--- config.mk ---
export PLATFORM = sky130hd
export DESIGN_NAME = booth_mul_seq
export DESIGN_NICKNAME = d
export VERILOG_FILES = /design/src/rtl/booth_mul_seq.sv
export SDC_FILE = /design/constraint.sdc
export NUM_CORES = 1
export LEC_CHECK = 0
export CORE_AREA = 2 2 104 106
export CTS_CLUSTER_SIZE = 30
export DETAILED_ROUTE_END_ITERATION = 12
export DIE_AREA = 0 0 106 108
export DONT_BUFFER_PORTS = 1
export GPL_ROUTABILITY_DRIVEN = 0
export PLACE_DENSITY = 0.5
export SKIP_LAST_GASP = 1
export SYNTH_ARGS = -nofsm -noshare
export SYNTH_HDL_FRONTEND = slang
export SYNTH_SLANG_ARGS = --single-unit
export TNS_END_PERCENT = 10
--- constraint.sdc ---
create_clock -name clk -period 2.65 [get_ports clk]
set_clock_uncertainty 0.05 [all_clocks]
set_input_delay 0.6625 -clock clk [delete_from_list [all_inputs] [get_ports clk]]
set_output_delay 0.6625 -clock clk [all_outputs]
set_load 0.05 [all_outputs]
--- src/rtl/booth_mul_seq.sv ---
// Sequential radix-2 Booth multiplier, 16x16 signed -> 32-bit signed, one step per clock.
// Partial-product add/subtract is delegated to the external 16-bit add/sub stage via as_*.
module booth_mul_seq (
    input  logic        clk,
    input  logic        rst,
    input  logic        start,
    input  logic [15:0] a,
    input  logic [15:0] b,
    output logic        busy,
    output logic        done,
    output logic [31:0] product,
    output logic [15:0] as_x,
    output logic [15:0] as_y,
    output logic        as_subc,
    input  logic [15:0] as_s,
    input  logic        as_ovf
);

    typedef enum logic [1:0] {
        ST_IDLE = 2'd0,
        ST_RUN  = 2'd1,
        ST_DONE = 2'd2
    } state_t;

    state_t      r_state;
    state_t      w_state_nxt;
    logic [15:0] r_a;
    logic [15:0] r_q;
    logic        r_q1;
    logic [15:0] r_m;
    logic [4:0]  r_cnt;
    logic [31:0] r_product;
    logic        r_done;

    logic        w_load;
    logic        w_addsub;
    logic        w_last;
    logic [15:0] w_a_new;
    logic        w_sign;

    always_comb begin
        w_state_nxt = r_state;
        w_load      = 1'b0;
        w_addsub    = 1'b0;
        as_subc     = 1'b0;
        w_last      = 1'b0;
        case (r_state)
            ST_IDLE: begin
                if (start) begin
                    w_load      = 1'b1;
                    w_state_nxt = ST_RUN;
                end
            end
            ST_RUN: begin
                w_addsub = r_q[0] ^ r_q1;
                as_subc  = r_q[0] & ~r_q1;
                w_last   = (r_cnt == 5'd15);
                if (w_last) begin
                    w_state_nxt = ST_DONE;
                end
            end
            ST_DONE: begin
                if (start) begin
                    w_load      = 1'b1;
                    w_state_nxt = ST_RUN;
                end else begin
                    w_state_nxt = ST_IDLE;
                end
            end
            default: w_state_nxt = ST_IDLE;
        endcase
    end

    // The 16-bit sum can wrap (e.g. M = -32768); sum[15]^ovf recovers the true 17-bit sign.
    assign w_a_new = w_addsub ? as_s : r_a;
    assign w_sign  = w_addsub ? (as_s[15] ^ as_ovf) : r_a[15];

    always_ff @(posedge clk) begin
        if (rst) begin
            r_state   <= ST_IDLE;
            r_a       <= '0;
            r_q       <= '0;
            r_q1      <= 1'b0;
            r_m       <= '0;
            r_cnt     <= '0;
            r_product <= '0;
            r_done    <= 1'b0;
        end else begin
            r_state <= w_state_nxt;
            r_done  <= w_last;
            if (w_load) begin
                r_m   <= a;
                r_q   <= b;
                r_a   <= '0;
                r_q1  <= 1'b0;
                r_cnt <= '0;
            end else if (r_state == ST_RUN) begin
                r_a   <= {w_sign, w_a_new[15:1]};
                r_q   <= {w_a_new[0], r_q[15:1]};
                r_q1  <= r_q[0];
                r_cnt <= r_cnt + 5'd1;
                if (w_last) begin
                    r_product <= {w_sign, w_a_new, r_q[15:1]};
                end
            end
        end
    end

    assign busy    = (r_state == ST_RUN);
    assign done    = r_done;
    assign product = r_product;
    assign as_x    = r_a;
    assign as_y    = r_m;

endmodule
* Yosys cells after proc, flatten, opt, wreduce, memory -nomap -nowiden *
Cells that the tools add are included.

cells by class
  muxes and demuxes = 13
  eq/ne operators = 5
  div/mod/pow operators = 0
  shift operators = 0
  magnitude comparators = 0
  reductions and logical operators = 6
  bitwise gates (word level) = 5
  add/subtract/negate cells = 1
  multiply operators = 0

operators by type and width
  operator                                                               number
  16-bit 2-to-1 mux                                                      3
  1-bit 2-to-1 mux                                                       7
  2-bit one-hot mux with 3 select lines                                  1
  5-bit by 1-bit adder with 5-bit output, second input constant          1
  5-bit by 4-bit equality test with 1-bit output, second input constant  1
  2-bit 2-to-1 mux                                                       2
  2-bit OR reduction                                                     2
  3-bit AND reduction                                                    1
  2-bit by 1-bit equality test with 1-bit output, second input constant  1
  2-bit equality test, second input constant                             1
  2-bit zero test                                                        1
  2-bit by 1-bit != test with 1-bit output, second input constant        1
  2-bit != test, second input constant                                   1
  1-bit NOT                                                              2
  2-bit AND reduction                                                    1
  2-bit nonzero test                                                     1
  1-bit bitwise XOR                                                      2
  1-bit bitwise AND                                                      1

storage, ports and cells
  output and inout port bits = 67
  latch bits = 0
  register bits after elaboration = 89
  ROM bits = 0
  memory bits (writable) = 0
  memories kept = 0
  bits of input ports = 52

* Longest topological paths before layout *
  depth in word-level cells = 5
  depth in mapped cells = 8
  gate-level depth less buffers = 6

* Worst setup path before layout *
No wires, ideal clock.

  path type = register -> output
  from = register r_state[1]
  to = output as_subc
  data arrival time = 1.261 ns
  required time = 1.938 ns
  stages on the path, launching flop included = 6
  path buffers = 2
  setup slack = 0.677 ns
  cell sequence = dfxtp_1 > nand2b_2 > inv_2 > buf_6 > buf_4 > and2_1

on the way
  longest elaborated chain between the ends = 2

RTL lines
  element                                         RTL line  text
  from (decl)                                     25        state_t r_state;
  from (signal assigned)                          89        r_state <= w_state_nxt;
  2-bit by 1-bit equality test with 1-bit output  47        case (r_state)
  1-bit 2-to-1 mux                                47
  to (decl)                                       14        output logic as_subc,

No other way between the ends.

* Worst setup path in the final report *
  from = register r_state[0]
  to = output as_subc

Same word-level chain as after synthesis.

==> impl_metrics.json <==
{
  "num_vias": 2633,
  "syn-mean-instance-area_sq_um": 9.23,
  "cts_setup_buffers": 0,
  "layout-drive-gt1-share_pct": 11.7,
  "synth-edff-count": 0,
  "max_cap_viol_count": 0,
  "detail_route.wirelength_um": 8370,
  "max-clock-path-buffers": 2,
  "cellLeakagePower_nw": 1.36,
  "viasPerCell": 5.15,
  "dp_worst_slack_ns": 0.578,
  "clk_pin_slew_worst_paths_ns": 0.09,
  "netlist_area_sq_um": 3540,
  "synthDominantAreaCellType": "dfxtp_1",
  "period_minus_slack_ns": 2.25,
  "multi_input_area_sq_um": 1520,
  "post_cts_resized": 0,
  "synthesized_instance_count": 384,
  "ys_dominant_reg_cell": "dfxtp_1",
  "worstPathMaxFanout": 17,
  "power.density_cell_area_nw_per_um2": 753,
  "start_util_pct": 34.6,
  "wire_per_inst_um": 16.4,
  "relSlewSlack_pct": 57.4,
  "synthTopCellsByArea": "dfxtp_1 (50%), nand2_1 (7.1%), a21oi_1 (7.1%), a211oi_2 (5.3%), mux2i_1 (4.5%)",
  "areaGrowthSynthToFinish_pct": 7.63,
  "drtPass1Iterations": 4,
  "timing.critical_path.from_type": "flip-flop",
  "finalSetupViolCount": 0,
  "die_height_um": 108,
  "drt_iter0_markers": 135,
  "synth_top_cells_by_count": "dfxtp_1 (89), nand2_1 (67), a21oi_1 (50)",
  "seq_cells_post_synth": 89,
  "fin_ws_ns": 0.395,
  "pin_count": 119,
  "endpoint_kind": "output pin",
  "timing.fmax_mhz": 444,
  "cts-root-buf": "clkbuf_8",
  "die_area_sq_um": 11400,
  "clock-sinks": 89,
  "floorplan_die_width_um": 106,
  "worst-endpoint-required_ns": 1.94,
  "layoutNonFillerInstCount": 511,
  "worstMarginPinSlew_ns": 0.638,
  "grt_start_max_net_pins": 68,
  "yosysSeqAreaShare_pct": 50.3,
  "row_count": 37,
  "setup_tns_ns": 0,
  "hold_path_class": "input pin to flip-flop",
  "portBuffers": 0,
  "groute.usage.overall_pct": 14.8,
  "fin_crit_share_pct": 85.1,
  "synth_cell_type_count": 36,
  "worst_ir_drop_vdd_v": 0.000256,
  "place.detailed.instances": 495,
  "globalRoute.totalOverflow": 0,
  "remaining_drc_errors": 0,
  "grt_antenna_before_repair": 0,
  "number_of_global_route_vias_before_repair": 2546,
  "clk_latency_ns": 0.36,
  "tritoncts.num_buffers": 9,
  "timing.critical_path.arrival_ns": 1.54,
  "nFillCells": 1046,
  "cts_hold_repair.buffers": 0,
  "outcome": "finished clean",
  "synth.most_common_cell": "dfxtp_1",
  "synth_top_area_share_pct": 50.3,
  "final_antenna_net_count": 0,
  "synthesis.yosys.warnings": 0,
  "area.sequential_sq_um": 1780,
  "core_area_sq_um": 10200,
  "proportion_of_register_bits_with_asynchronous_set_or_reset_after_synthesis_pct": 0,
  "rsz0062_at_grt": "false",
  "diodes": 0,
  "synthesis.nets": 439,
  "number_of_max_slew_violations_in_the_final_report": 0,
  "detailed_placement_hpwl_um": 5430,
  "grt_first_pass_wirelength_um": 13200,
  "hold_violations": 0,
  "criticalPathCategory": "flip-flop to output pin",
  "final_net_count": 425,
  "post-route-util_pct": 37.3,
  "cts_tree": "yes",
  "ctsHtreeMaxLevel": 3
}
## per-layer routing
layer	GRT usage, %	part of all wire (%)	vias up
met4	5.83	1.4	0
met3	7.17	8.9	11
li1	-	-	1302
met2	24.2	46	83
met5	0	0	-
met1	16.8	44	1237
## critical path, stage by stage (launching register included)
cell and delay [ns]:
dfxtp_1 0.45, nand2b_2 0.09, inv_2 0.26, and2_1 0.23
buf_12 0.15
## through the flow
stage                     hold slack (ns)  total power [mW]  instance area (sq um)
final                               0.318              2.87                   3810
after global routing                0.283              3.00                   3810
after CTS                           0.290              2.91                   3810
after detailed placement            0.401              1.78                   3570
after global placement              0.395              1.78                   3570
after floorplan                     0.386              1.76                   3540
## final timing paths
check                  start     endpoint  slack [ns]  cells past startpoint
hold reg to reg         r_q1         r_q1        0.41                      2
setup reg to reg    r_cnt[0]  product[31]        0.60                      6
hold / removal           rst  product[25]        0.32                      1
setup / recovery  r_state[0]      as_subc        0.40                      4
## logic make-up after synthesis
group,share of synthesized area (%)
multiplexers,4.52
adder cells (fa/ha/maj),1.06
XOR/XNOR,0.742
AND/OR/NAND/NOR,15.5
flip-flops,50.3
AO/OA/AOI/OAI,20.8
buffers and inverters,7.06
## cell type report
cell class / instances / share of cell area, %
Sequential cell: 89 / 46.7
Inverter: 5 / 0.492
Tap cell: 136 / 4.46
Clock inverter: 6 / 3.02
Timing Repair Buffer: 8 / 2.23
Clock buffer: 10 / 3.35
Multi-Input combinational cell: 257 / 39.7
## where the power goes
group          internal, mW  total (mW)  leakage [nW]  switching, mW
combinational        0.0813       0.226         0.515          0.144
sequential             1.39        1.52         0.724          0.137
clock                 0.632        1.12         0.117          0.491
## flip-flops by register name (all words and copies together), names as in the netlist
name	cells
as_x	16
done	1
r_q1	1
r_state	2
as_y	16
r_q	16
product	32
r_cnt	5
## placed cells by master, fill, tap and decap left out, types with 2 or more instances in the layout
master | synthesis | layout
a22oi_1 | 15 | 15
a211oi_1 | 17 | 17
mux2i_1 | 16 | 16
nand3_1 | 16 | 16
nor2_1 | 37 | 37
nand2_1 | 67 | 67
xnor2_1 | 2 | 2
bufinv_16 | 0 | 3
dfxtp_1 | 89 | 89
inv_1 | 4 | 4
ha_1 | 3 | 3
a211oi_2 | 15 | 15
buf_4 | 10 | 6
a21oi_1 | 50 | 50
buf_12 | 0 | 2
clkbuf_8 | 0 | 9
Power figures use the tool's default switching activity.
